File: src/rtl/hc32_tester_if.sv
// hc32_tester_if: board pins of a quad 2-input OR device (tester drives A/B, reads Y).
interface hc32_tester_if #(parameter int NUM_GATES = 4);
  logic [NUM_GATES-1:0] a_out;
  logic [NUM_GATES-1:0] b_out;
  logic [NUM_GATES-1:0] y_in;
  modport master (output a_out, b_out, input y_in);
  modport slave (input a_out, b_out, output y_in);
endinterface

File: src/rtl/hc32_tester.sv
// hc32_tester: applies all four OR-gate input vectors to every gate and accumulates a per-gate fault mask.
module hc32_tester #(
  parameter int NUM_GATES = 4,
  parameter int SETTLE_CYCLES = 4,
  parameter int CNT_W = 8
) (
  input  logic                 clk,
  input  logic                 rst_n,
  input  logic                 start,
  hc32_tester_if.master        pins,
  output logic                 busy,
  output logic                 done,
  output logic                 pass,
  output logic [NUM_GATES-1:0] fail_mask
);
  if (SETTLE_CYCLES < 2 || (CNT_W < 31 && (1 << CNT_W) <= SETTLE_CYCLES)) begin : g_bad_params
    $error("hc32_tester: SETTLE_CYCLES must be >= 2 and fit in CNT_W bits");
  end
  typedef enum logic [2:0] {IDLE, DRIVE, SETTLE, SAMPLE, DONE} state_t;
  state_t               r_state, w_next;
  logic [1:0]           r_v;
  logic [CNT_W-1:0]     r_cnt;
  logic [NUM_GATES-1:0] r_y1, r_y_s, r_fail_mask;
  logic                 r_pass, w_drive;
  logic [NUM_GATES-1:0] w_exp, w_mask_next;
  assign w_exp = {NUM_GATES{r_v[1] | r_v[0]}};
  assign w_mask_next = r_fail_mask | (r_y_s ^ w_exp);
  always_ff @(posedge clk or negedge rst_n)
    if (!rst_n) r_state <= IDLE;
    else r_state <= w_next;
  always_comb begin
    w_next = r_state;
    case (r_state)
      IDLE:    w_next = start ? DRIVE : IDLE;
      DRIVE:   w_next = SETTLE;
      SETTLE:  w_next = (r_cnt == CNT_W'(1)) ? SAMPLE : SETTLE;
      SAMPLE:  w_next = (r_v == 2'd3) ? DONE : DRIVE;
      DONE:    w_next = IDLE;
      default: w_next = IDLE;
    endcase
  end
  // y_in is asynchronous to clk, so it only reaches the compare through two flops
  always_ff @(posedge clk or negedge rst_n)
    if (!rst_n) begin
      r_y1        <= '0;
      r_y_s       <= '0;
      r_v         <= '0;
      r_cnt       <= '0;
      r_fail_mask <= '0;
      r_pass      <= 1'b0;
    end else begin
      r_y1  <= pins.y_in;
      r_y_s <= r_y1;
      if (r_state == IDLE && start) begin
        r_v         <= '0;
        r_fail_mask <= '0;
        r_pass      <= 1'b0;
      end
      if (r_state == DRIVE) r_cnt <= CNT_W'(SETTLE_CYCLES);
      if (r_state == SETTLE) r_cnt <= r_cnt - CNT_W'(1);
      if (r_state == SAMPLE) begin
        r_fail_mask <= w_mask_next;
        if (r_v == 2'd3) r_pass <= (w_mask_next == '0);
        else r_v <= r_v + 2'd1;
      end
    end
  always_comb begin
    w_drive    = (r_state == DRIVE) || (r_state == SETTLE) || (r_state == SAMPLE);
    pins.a_out = w_drive ? {NUM_GATES{r_v[1]}} : '0;
    pins.b_out = w_drive ? {NUM_GATES{r_v[0]}} : '0;
    busy       = w_drive;
    done       = (r_state == DONE);
  end
  assign pass      = r_pass;
  assign fail_mask = r_fail_mask;
endmodule

File: src/flat_wrapper.sv
// flat-port wrapper written by rule: the top's interface ports become plain ports
module hc32_tester_flat 
#(
  parameter int NUM_GATES = 4,
  parameter int SETTLE_CYCLES = 4,
  parameter int CNT_W = 8
)
  (clk, rst_n, start, busy, done, pass, fail_mask, pins_a_out, pins_b_out, pins_y_in);
  hc32_tester_if #(.NUM_GATES(NUM_GATES)) pins_i ();
  input  logic clk;
  input  logic rst_n;
  input  logic start;
  output logic busy;
  output logic done;
  output logic pass;
  output logic [NUM_GATES-1:0] fail_mask;
  output wire logic [$bits(pins_i.a_out)-1:0] pins_a_out;
  output wire logic [$bits(pins_i.b_out)-1:0] pins_b_out;
  input wire logic [$bits(pins_i.y_in)-1:0] pins_y_in;
  assign pins_a_out = pins_i.a_out;
  assign pins_b_out = pins_i.b_out;
  assign pins_i.y_in = pins_y_in;
  hc32_tester #(.NUM_GATES(NUM_GATES), .SETTLE_CYCLES(SETTLE_CYCLES), .CNT_W(CNT_W)) u_core (.clk(clk), .rst_n(rst_n), .start(start), .pins(pins_i), .busy(busy), .done(done), .pass(pass), .fail_mask(fail_mask));
endmodule
File: config.mk
export PLATFORM = sky130hd
export DESIGN_NAME = hc32_tester_flat
export DESIGN_NICKNAME = d
export VERILOG_FILES = /design/src/rtl/hc32_tester_if.sv /design/src/rtl/hc32_tester.sv /design/src/flat_wrapper.sv
export SDC_FILE = /design/constraint.sdc
export NUM_CORES = 1
export LEC_CHECK = 0
export CORE_MARGIN = 2
export CORE_UTILIZATION = 51
export DETAILED_ROUTE_END_ITERATION = 8
export HOLD_SLACK_MARGIN = 0.15
export PLACE_DENSITY = 0.77
export SETUP_SLACK_MARGIN = 0.15
export SYNTH_ARGS = -nofsm -noshare
export SYNTH_HDL_FRONTEND = slang
export SYNTH_SLANG_ARGS = --single-unit
File: constraint.sdc
create_clock -name clk -period 2.9 [get_ports clk]
set_clock_uncertainty 0.15 [all_clocks]
set_input_delay 0.58 -clock clk [delete_from_list [all_inputs] [get_ports clk]]
set_output_delay 0.58 -clock clk [all_outputs]
set_load 0.01 [all_outputs]
* Yosys cells after proc, flatten, opt, wreduce, memory -nomap -nowiden
Cells that the tools add are included.
** Word-level totals
- Output and inout port bits :: 15
- Flip-flop bits (word level) :: 26
- Logic and storage cells :: 41
- Input bits :: 7
** Operators by class
- Reductions and logical operators :: 7
- Equal/unequal tests :: 6
- Bitwise gates (word level) :: 3
- Multiplexer cells :: 16
- $add $sub $neg :: 2
** Operators with widths (count)
- 2-to-1 mux 4 bit :: 4
- 2-to-1 mux 8 bit :: 2
- one-hot mux 3 bit (4 select lines) :: 1
- == test 8 x 1 -> 1 bit, second input constant :: 1
- subtractor 8 x 1 -> 8 bit, second input constant :: 1
- == test 3 x 2 -> 1 bit, second input constant :: 2
- 2-to-1 mux 2 bit :: 3
- 2-to-1 mux 1 bit :: 5
- zero test 4 bit :: 1
- bitwise OR 4 bit :: 1
- nonzero test 2 bit :: 2
- XOR 4 bit :: 1
- == test 3 x 1 -> 1 bit, second input constant :: 1
- == test 3 bit, second input constant :: 1
- zero test 3 bit :: 1
- 2-to-1 mux 3 bit :: 1
- adder 2 x 1 -> 2 bit, second input constant :: 1
- == test 2 bit, second input constant :: 1
- logical OR 1 bit :: 2
- logical AND 1 bit :: 1
- bitwise OR 1 bit :: 1

* Logic depth before layout (Yosys ltp)
Gate-level depths: netlist (run 1).
- Depth in word-level cells :: 6
- Mapped depth :: 6
- Mapped depth without buffers :: 5

* Worst setup path after synthesis (run 1)
OpenSTA, ideal clock, no wires.
- Kind :: reg2out
- From :: reg u_core.r_state[2]
- To :: out pins_a_out[1]
- Buffers on the path :: 2
- Data arrival time :: 1301 ps
- Cell stages (with the launch flop) :: 4
- Path slack :: 869 ps
- Required time :: 2170 ps
- Cells stage by stage :: dfrtp_1 -> clkbuf_1 -> nor3_1 -> buf_4
** Between the ends
- Word-level cells in the longest chain between the ends :: 4
- Elaborated cells between the ends (all ways) :: 6
- Those cells by class :: 3 x eq/ne; 1 x mux; 2 x reduce/logical
** RTL lines
- start: declaration :: RTL line hc32_tester.sv:20 : state_t r_state, w_next;
- start signal: assignment :: RTL line hc32_tester.sv:30 : else r_state <= w_next;
- == test 3 x 1 -> 1 bit / == test 3 x 2 -> 1 bit (equally long branches) :: RTL line hc32_tester.sv:68 : w_drive = (r_state == DRIVE) || (r_state == SETTLE) || (r_state == SAMPLE);
- logical OR 1 bit :: RTL line hc32_tester.sv:68
- logical OR 1 bit (*) :: RTL line hc32_tester.sv:68
- 2-to-1 mux 4 bit (*) :: RTL line hc32_tester.sv:69 : pins.a_out = w_drive ? {NUM_GATES{r_v[1]}} : '0;
- end: declaration :: RTL line flat_wrapper.sv:17 : output wire logic [$bits(pins_i.a_out)-1:0] pins_a_out;
Every way passes the cells marked *; elsewhere a longest branch is shown, timed or not.

* Worst setup path after layout (run 1)
- From :: reg u_core.r_state[2]
- To :: out pins_b_out[1]
** Between the ends
- Word-level cells in the longest chain between the ends :: 4
- Elaborated cells between the ends (all ways) :: 6
- Those cells by class :: 3 x eq/ne; 1 x mux; 2 x reduce/logical
** RTL lines
- == test 3 x 1 -> 1 bit / == test 3 x 2 -> 1 bit (equally long branches) :: RTL line hc32_tester.sv:68
- logical OR 1 bit :: RTL line hc32_tester.sv:68
- logical OR 1 bit (*) :: RTL line hc32_tester.sv:68
- 2-to-1 mux 4 bit (*) :: RTL line hc32_tester.sv:70 : pins.b_out = w_drive ? {NUM_GATES{r_v[0]}} : '0;
- end: declaration :: RTL line flat_wrapper.sv:18 : output wire logic [$bits(pins_i.b_out)-1:0] pins_b_out;
Marks and branches as above.

==> results of run 1 <==
stage by stage:
step	instance area [um2]	total power, mW
after CTS	1510	1.53
after detailed placement	1460	1.28
after floorplan	1280	1.08
final	1510	1.52
after global placement	1460	1.25
after global routing	1510	1.65
cells in the mapped netlist (3+ instances only):
cell     number  share of area [%]
inv_1         8                2.3
nor3b_1       3                1.8
ha_1          4                3.9
nand3_1       4                1.6
nand2_1       9                2.6
nor2_1        4                1.2
dfrtp_1      26                 51
o21ai_0       5                1.9
xor2_1        4                2.7
o21ai_1       5                1.9
nor3_1        3                1.2
buf_4         7                4.1
worst paths after layout:
path	end	slack (ns)	cells past startpoint
max	pins_b_out[1]	0.24	2
min	u_core.r_y_s[3]	0.22	0
max reg2reg	u_core.r_cnt[2]	1.02	3
min reg2reg	u_core.r_y_s[3]	0.22	0
max in group asynchronous	u_core.r_cnt[7]	1.90	2
min in group asynchronous	u_core.fail_mask[1]	0.45	2
worst register-to-register path, stage by stage, from the launching register on:
cell	delay [ns]
dfrtp_1	0.57
nor3b_2	0.64
a2111oi_0	0.23
a21o_1	0.19
power groups by stage:
stage               clock network [mW]  registers [mW]  logic, mW
detailed placement                   0           0.586      0.696
CTS                              0.255           0.578      0.700
floorplan                            0           0.551      0.531
finish                           0.248           0.580      0.694
global route                     0.268           0.600      0.778
global placement                     0           0.577      0.675
state kept, by name, summed over array words and instances (netlist names):
register and cells:
u_core.r_y_s 4, u_core.fail_mask 4, u_core.r_y1 4, u_core.pass 1, u_core.r_cnt 8, u_core.r_v 2, u_core.r_state 3
final cells by class:
class | count | share of cell area [%]
flip-flops and latches | 26 | 43.1
multi-input cells | 76 | 34.5
repair buffers | 22 | 14.4
well taps | 30 | 2.49
clock inverters | 1 | 1.99
inverters | 8 | 1.99
clock buffers | 3 | 1.49
logic make-up after synthesis:
group | Yosys count | synth area share (%)
simple gates | 42 | 20.8
flops | 26 | 50.7
buf+inv | 20 | 8.67
fa+ha+maj | 4 | 3.90
compound gates | 25 | 12.6
xor+xnor | 5 | 3.41
per-layer routing:
layer / share of wire [%] / wire (um) / vias up
met2: 47 / 1080 / 17
met4: 0.66 / 15 / 0
met5: 0 / 0 / -
met3: 4.0 / 91 / 2
li1: - / - / 459
met1: 48 / 1100 / 452
==> results.tsv, run 1 <==
metric	value	unit
Critical Path RT	2.17	ns
Fillers	201	
CTS max path bufs	2	
met1 GRT Util	24.3	%
register area share after synthesis	50.7	%
most common cell after layout, fill and taps aside	dfrtp_1	
static leakage	0.650	nW
TritonCTS clock tree	yes	
async set-reset flop share out of synthesis	100	%
drt drc	0	
Switch Pwr	0.579	mW
Clock Latency Late Sink	0.32	ns
nets	148	
Final ANT Viol Nets	0	
main flop type after synthesis	dfrtp_1	
Tot GR Track Use	17.7	%
crit share post-route	91.7	%
global-route wire length before repair	3.75	mm
Mapped Cells	122	
Reg power frac	38.1	%
vias	930	
sw frac	38.1	%
Congestion Overflow GR	0	
number of global-route vias before repair	853	
Crit. Startpoint	u_core.r_state[2]	
Max VDD drop	0.000553	V
Hold Path Origin	u_core.r_y1[3]	
most used cells in the layout excluding fill and tap cells	26 x dfrtp_1, 21 x clkdlybuf4s50_1, 9 x nand2_1, 8 x inv_1	
Placed Cells	162	
first-pass iteration count of the detailed router	4	
initial drt markers	19	
largest net degree at the start of global routing	27	
Hold Buf Count CTS	0	
M3 GR Usage	2.50	%
Non-Filler Instances	166	
DP Wirelength	1.71	mm
Multi-input gate area	522	um2
WP buf/inv	1	
Reg area	651	um2
DR WL/cell	13.8	um
Setup WS post-layout	0.241	ns
Die ar.	2930	um2
Final setup viols	0	
Rel. slew slack	54.0	%
post-cts resize count	0	
setup TNS	0	ns
min Tclk post-route	2.66	ns
worst-path cell chain	nor3_1, clkdlybuf4s50_1	
antenna violations before repair	0	
clock buffer count from CTS	3	
max incr delay on CP	0.62	ns
cell row count	18	
# diodes	0	
Synthesized Nets	133	
Post-CTS Setup Repair Bufs	0	
Max Fclk	0.376	GHz
Post-synth EDFFs	0	
Crit path max-delay family	buffers and inverters	
slowest CP cell	clkdlybuf4s50_1	
outcome	finished, final reports clean	
CTS root buf	clkbuf_4	
Reg-to-Reg Start	u_core.r_state[2]	
peak fanout along the critical path	17	
Worst setup EP type	output pin	
final-report max-slew violation count	0	
Final Hold Viols	0	
unrepaired setup endpoints after global routing	yes	
die width	54.2	um
#FFs+latches synth	26	
io pins	22	
gr busiest metal	met2	
GRT met2 Usage	28.3	%
Util after Layout	62.1	%
core area	2430	um2
share of layout cells above drive strength 1	8.09	%
max cap viols	0	
chip height	54.2	um
post-synth cell types	41	
hold slack	0.216	ns
Hold Path Class	flop to flop	
Initial Util	52.8	%
clock network power share	16.3	%
PortBufs	21	
kind of critical path	flop to output pin	
CTS Sinks	26	
routability cong.	0.764	
PD cells	1010	nW/um2
Vias per Instance	5.60	
Slew @ Worst Pin	0.687	ns
clk slew on worst S/H paths	0.14	ns
Worst EP arrival	1.93	ns
combinational share of power	45.6	%
dpl ws	0.593	ns
H-Tree Depth	1	
Synth warnings	0	
final WL	2.29	mm
Area Overhead vs Synth	17.6	%
Mapped Area	1280	um2
P_int	0.943	mW
Critical Path Source Type	flop	
mean area per synthesized cell	10.5	um2
Power figures use the tool's default switching activity.
==> run 2, diff against run 1 <==
--- a/config.mk
+++ b/config.mk
@@ -8,8 +8,9 @@
 export CORE_MARGIN = 2
 export CORE_UTILIZATION = 51
 export DETAILED_ROUTE_END_ITERATION = 8
+export DONT_BUFFER_PORTS = 1
 export HOLD_SLACK_MARGIN = 0.15
-export PLACE_DENSITY = 0.77
+export PLACE_DENSITY = 0.66
 export SETUP_SLACK_MARGIN = 0.15
 export SYNTH_ARGS = -nofsm -noshare
 export SYNTH_HDL_FRONTEND = slang
==> results.tsv, run 2 (synthesis results as in run 1) <==
metric	value	unit	change
outcome	finished, final reports clean		
kind of critical path	flop to output pin		
final WL	2.16	mm	-5.4%
setup TNS	0	ns	unchanged
drt drc	0		unchanged
Crit path max-delay family	flip-flops		
Critical Path Source Type	flop		
vias	869		-6.6%
slowest CP cell	dfrtp_1		
nets	134		-9.5%
most common cell after layout, fill and taps aside	dfrtp_1		
Vias per Instance	5.72		+2.0%
first-pass iteration count of the detailed router	6		+2
Non-Filler Instances	152		-8.4%
max cap viols	0		unchanged
CTS Sinks	26		unchanged
min Tclk post-route	2.12	ns	-0.540 ns
Hold Path Class	flop to flop		
max reg flops	8		unchanged
crit share post-route	73.1	%	-19 points
DP Wirelength	1.56	mm	-8.9%
peak fanout along the critical path	17		unchanged
routability cong.	0.846		+11%
cell row count	18		unchanged
Pwr Total	1.40	mW	-8.1%
PortBufs	0		-100%
Max VDD drop	0.000664	V	+20%
WP buf/inv	1		unchanged
DR WL/cell	14.2	um	+3.3%
global-route wire length before repair	3.46	mm	-7.9%
Largest Register	u_core.r_cnt		
PD cells	1020	nW/um2	+0.78%
Congestion Overflow GR	0		unchanged
Slew @ Worst Pin	0.653	ns	-0.0337 ns
initial drt markers	12		-7
Final Hold Viols	0		unchanged
most used cells in the layout excluding fill and tap cells	26 x dfrtp_1, 9 x nand2_1, 8 x inv_1		
post-cts resize count	0		unchanged
Tot GR Track Use	16.7	%	-1.0 points
Worst EP arrival	1.39	ns	-0.54 ns
Hold Path Origin	u_core.r_y1[0]		
unrepaired setup endpoints after global routing	no		
clock buffer count from CTS	3		unchanged
Reg-to-Reg Start	u_core.r_state[2]		
Critical Path RT	2.17	ns	about the same
antenna violations before repair	0		unchanged
Post-CTS Setup Repair Bufs	0		unchanged
Final setup viols	0		unchanged
core area	2430	um2	unchanged
static leakage	0.609	nW	-6.4%
Final ANT Viol Nets	0		unchanged
H-Tree Depth	1		unchanged
Worst setup EP type	output pin		
Crit. Startpoint	u_core.r_state[2]		
CTS max path bufs	2		unchanged
Util after Layout	56.6	%	-5.5 points
clk slew on worst S/H paths	0.14	ns	about the same
number of global-route vias before repair	785		-8.0%
Rel. slew slack	56.2	%	+2.3 points
CTS root buf	clkbuf_4		
share of layout cells above drive strength 1	10.7	%	+2.6 points
TritonCTS clock tree	yes		
io pins	22		unchanged
chip height	54.2	um	unchanged
Area Overhead vs Synth	7.31	%	
Clock Latency Late Sink	0.32	ns	about the same
Max Fclk	0.472	GHz	+25%
worst-path cell chain	nor3_1, buf_4		
Fillers	221		+10%
largest net degree at the start of global routing	27		unchanged
Die ar.	2930	um2	unchanged
die width	54.2	um	unchanged
# diodes	0		unchanged
final-report max-slew violation count	0		unchanged
max incr delay on CP	0.59	ns	-0.03 ns
Initial Util	52.8	%	unchanged
Placed Cells	142		-12%
==> run 2: cell count changes in the layout (fill, tap and decap cells not counted) <==
cell	previous run	this run
buf_4	1	2
buf_12	0	1
dlygate4sd3_1	0	5
clkdlybuf4s50_1	21	0
==> run 2: repair_timing <==
action | in CTS | in global routing
hold buffers | 6 | 0
setup endpoints to repair | 0 | 0
hold endpoints to repair | 30 | 0
==> run 2: per-stage QoR <==
stage          setup WS [ns]  instance area, um2  hold slack [ns]
6_report               0.781                1380            0.216
5_1_grt                0.704                1380            0.235
4_1_cts                0.789                1380            0.218
3_5_place_dp            1.09                1250            0.135
3_3_place_gp            1.14                1250            0.135
2_1_floorplan          0.869                1280            0.134
==> run 2: routing by layer <==
layer	global-route usage (%)	vias up	share of wire [%]
met2	23.9	33	45
met5	0	-	0
li1	-	425	-
met4	9.58	0	1.3
met3	2.78	4	6.5
met1	23.5	407	47
==> run 2: power breakdown <==
group	internal, mW	switching (mW)
combinational	0.234	0.318
sequential	0.464	0.135
clock	0.140	0.108
total	0.838	0.561
==> run 2: layout make-up <==
cell class | instances | area [um2] | share of cell area, %
clock inverter | 1 | 30.0 | 2.18
timing repair buffer | 8 | 85.1 | 6.18
clock buffer | 3 | 22.5 | 1.63
sequential | 26 | 651 | 47.2
inverter | 8 | 30.0 | 2.18
tap | 30 | 37.5 | 2.72
multi-input combinational | 76 | 522 | 37.9
==> run 2: worst reg2reg max path: cells and delay by family (launching register included) <==
kind               cells  cell delay, ns
and+or+nand+nor        1            0.63
DFF                    1            0.59
AOI/OAI and AO/OA      2            0.40
==> run 2: path summary, 6_finish.rpt <==
check	to	slack, ns	cells after the start
worst min-delay path	u_core.r_y_s[0]	0.22	0
worst min register to register	u_core.r_y_s[0]	0.22	0
max in group asynchronous	u_core.r_y_s[2]	1.94	2
worst max register to register	u_core.r_cnt[2]	1.05	3
worst max-delay path	pins_b_out[2]	0.78	2
min in group asynchronous	u_core.r_v[1]	0.52	2
==> run 3, diff against run 2 <==
==> constraint.sdc (replaced) <==
create_clock -name clk -period 2 [get_ports clk]
set_clock_uncertainty 0.15 [all_clocks]
set_input_delay 0.4 -clock clk [delete_from_list [all_inputs] [get_ports clk]]
set_output_delay 0.4 -clock clk [all_outputs]
set_load 0.01 [all_outputs]
==> results.tsv, run 3 (synthesis results as in run 1) <==
metric	value	unit	change
Final setup viols	0		unchanged
P_int	1.32	mW	+58%
DP Wirelength	1.54	mm	-0.78%
Die ar.	2930	um2	unchanged
Final Hold Viols	0		unchanged
peak fanout along the critical path	5		-12
crit share post-route	90.2	%	
CTS Sinks	26		unchanged
max cap viols	0		unchanged
unrepaired setup endpoints after global routing	yes		
setup TNS	0	ns	unchanged
routability cong.	0.842		-0.57%
Worst EP arrival	1.88	ns	+0.49 ns
Post-Layout Inst Area	1460	um2	+5.9%
DP Area	1260	um2	+0.60%
Max VDD drop	0.000939	V	+41%
min Tclk post-route	1.80	ns	
cell row count	18		unchanged
most used cells in the layout excluding fill and tap cells	23 x dfrtp_1, 10 x buf_4, 9 x nand2_1, 7 x inv_1		
Rel. slew slack	64.3	%	+8.1 points
nets	142		+6.0%
Hold Path Class	flop to flop		
largest net degree at the start of global routing	27		unchanged
drt drc	0		unchanged
DR WL/cell	14.7	um	+3.0%
clk slew on worst S/H paths	0.14	ns	about the same
initial drt markers	13		+1
Critical Path Source Type	flop		
static leakage	0.644	nW	+5.9%
kind of critical path	flop to flop		
Vias per Instance	5.81		+1.7%
Initial Util	52.8	%	unchanged
Clock Latency Late Sink	0.33	ns	about the same
most common cell after layout, fill and taps aside	dfrtp_1		
PortBufs	0		unchanged
final-report max-slew violation count	0		unchanged
Reg2Reg Setup Slack	0.20	ns	-0.85 ns
Hold Path Depth	0		unchanged
Critical Path RT	2.07	ns	-0.10 ns
antenna violations before repair	0		unchanged
Congestion Overflow GR	0		unchanged
R2R depth	5		+2
Util after Layout	60.0	%	+3.3 points
die width	54.2	um	unchanged
Tot GR Track Use	17.0	%	+0.35 points
outcome	finished, final reports clean		
CTS max path bufs	2		unchanged
TritonCTS clock tree	yes		
max reg flops	8		unchanged
io pins	22		unchanged
share of layout cells above drive strength 1	23.1	%	+12 points
core area	2430	um2	unchanged
# diodes	0		unchanged
clock buffer count from CTS	3		unchanged
PD cells	1500	nW/um2	+48%
vias	930		+7.0%
Worst setup EP type	flop		
combinational share of power	44.2	%	+4.8 points
chip height	54.2	um	unchanged
Switch Pwr	0.867	mW	+54%
number of global-route vias before repair	765		-2.5%
final WL	2.35	mm	+8.4%
first-pass iteration count of the detailed router	4		-2
Reg power frac	39.1	%	-3.8 points
CTS root buf	clkbuf_4		
clock network power share	16.7	%	-1.0 points
global-route wire length before repair	3.45	mm	-0.17%
Slew @ Worst Pin	0.531	ns	-0.122 ns
sw frac	39.6	%	-0.51 points
Largest Register	u_core.r_cnt		
Area Overhead vs Synth	13.6	%	
Final ANT Viol Nets	0		unchanged
Max Fclk	0.554	GHz	
H-Tree Depth	1		unchanged
-- run 3: area by class of cell --
| type | count | area (um2) |
|---|---|---|
| clock inverters | 1 | 30.0 |
| inverters | 8 | 30.0 |
| multi-input cells | 76 | 539 |
| clock buffers | 3 | 22.5 |
| flip-flops and latches | 26 | 654 |
| fillers | 192 | 973 |
| well taps | 30 | 37.5 |
| repair buffers | 16 | 145 |
-- run 3: layer usage --
layer	routed length [um]	global-route usage, %
met2	1130	25.1
met3	108	3.33
met4	42	10.0
met1	1060	23.0
met5	0	0
-- run 3: worst max-delay path: stages, from the launching register on --
cell and delay, ns:
dfrtp_1 0.45, inv_2 0.09, ha_2 0.19, or3b_2 0.47, o311ai_1 0.24, nand3_1 0.10
-- run 3: metrics by stage --
stage	hold slack (ns)	power, mW	worst slack [ns]	std cells
floorplan	-0.0456	1.57	0.149	122
global placement	-0.0451	1.64	0.257	143
detailed placement	-0.0450	1.67	0.197	143
CTS	0.218	2.07	0.185	154
global route	0.224	2.36	0.123	160
finish	0.215	2.19	0.196	160
-- run 3: final timing paths --
kind                            startpoint                end
setup / recovery           u_core.r_cnt[0]    u_core.r_cnt[6]
hold / removal              u_core.r_y1[1]    u_core.r_y_s[1]
setup reg to reg           u_core.r_cnt[0]    u_core.r_cnt[6]
hold reg to reg             u_core.r_y1[1]    u_core.r_y_s[1]
max in group asynchronous            rst_n  u_core.r_state[2]
min in group asynchronous            rst_n    u_core.r_cnt[5]
-- run 3: power groups by stage --
stage / Clock (mW) / Sequential [mW] / Combinational, mW
2_1_floorplan: 0 / 0.800 / 0.769
3_3_place_gp: 0 / 0.870 / 0.773
3_5_place_dp: 0 / 0.876 / 0.799
4_1_cts: 0.374 / 0.870 / 0.828
5_1_grt: 0.400 / 0.885 / 1.08
6_report: 0.365 / 0.857 / 0.966
-- run 3: timing repair --
| action | CTS | global route |
|---|---|---|
| gates resized for setup | 4 | 5 |
| setup endpoints to repair | 9 | 11 |
| setup buffers | 1 | 6 |
| endpoints found under the hold margin | 30 | 0 |
| hold buffers | 6 | 0 |
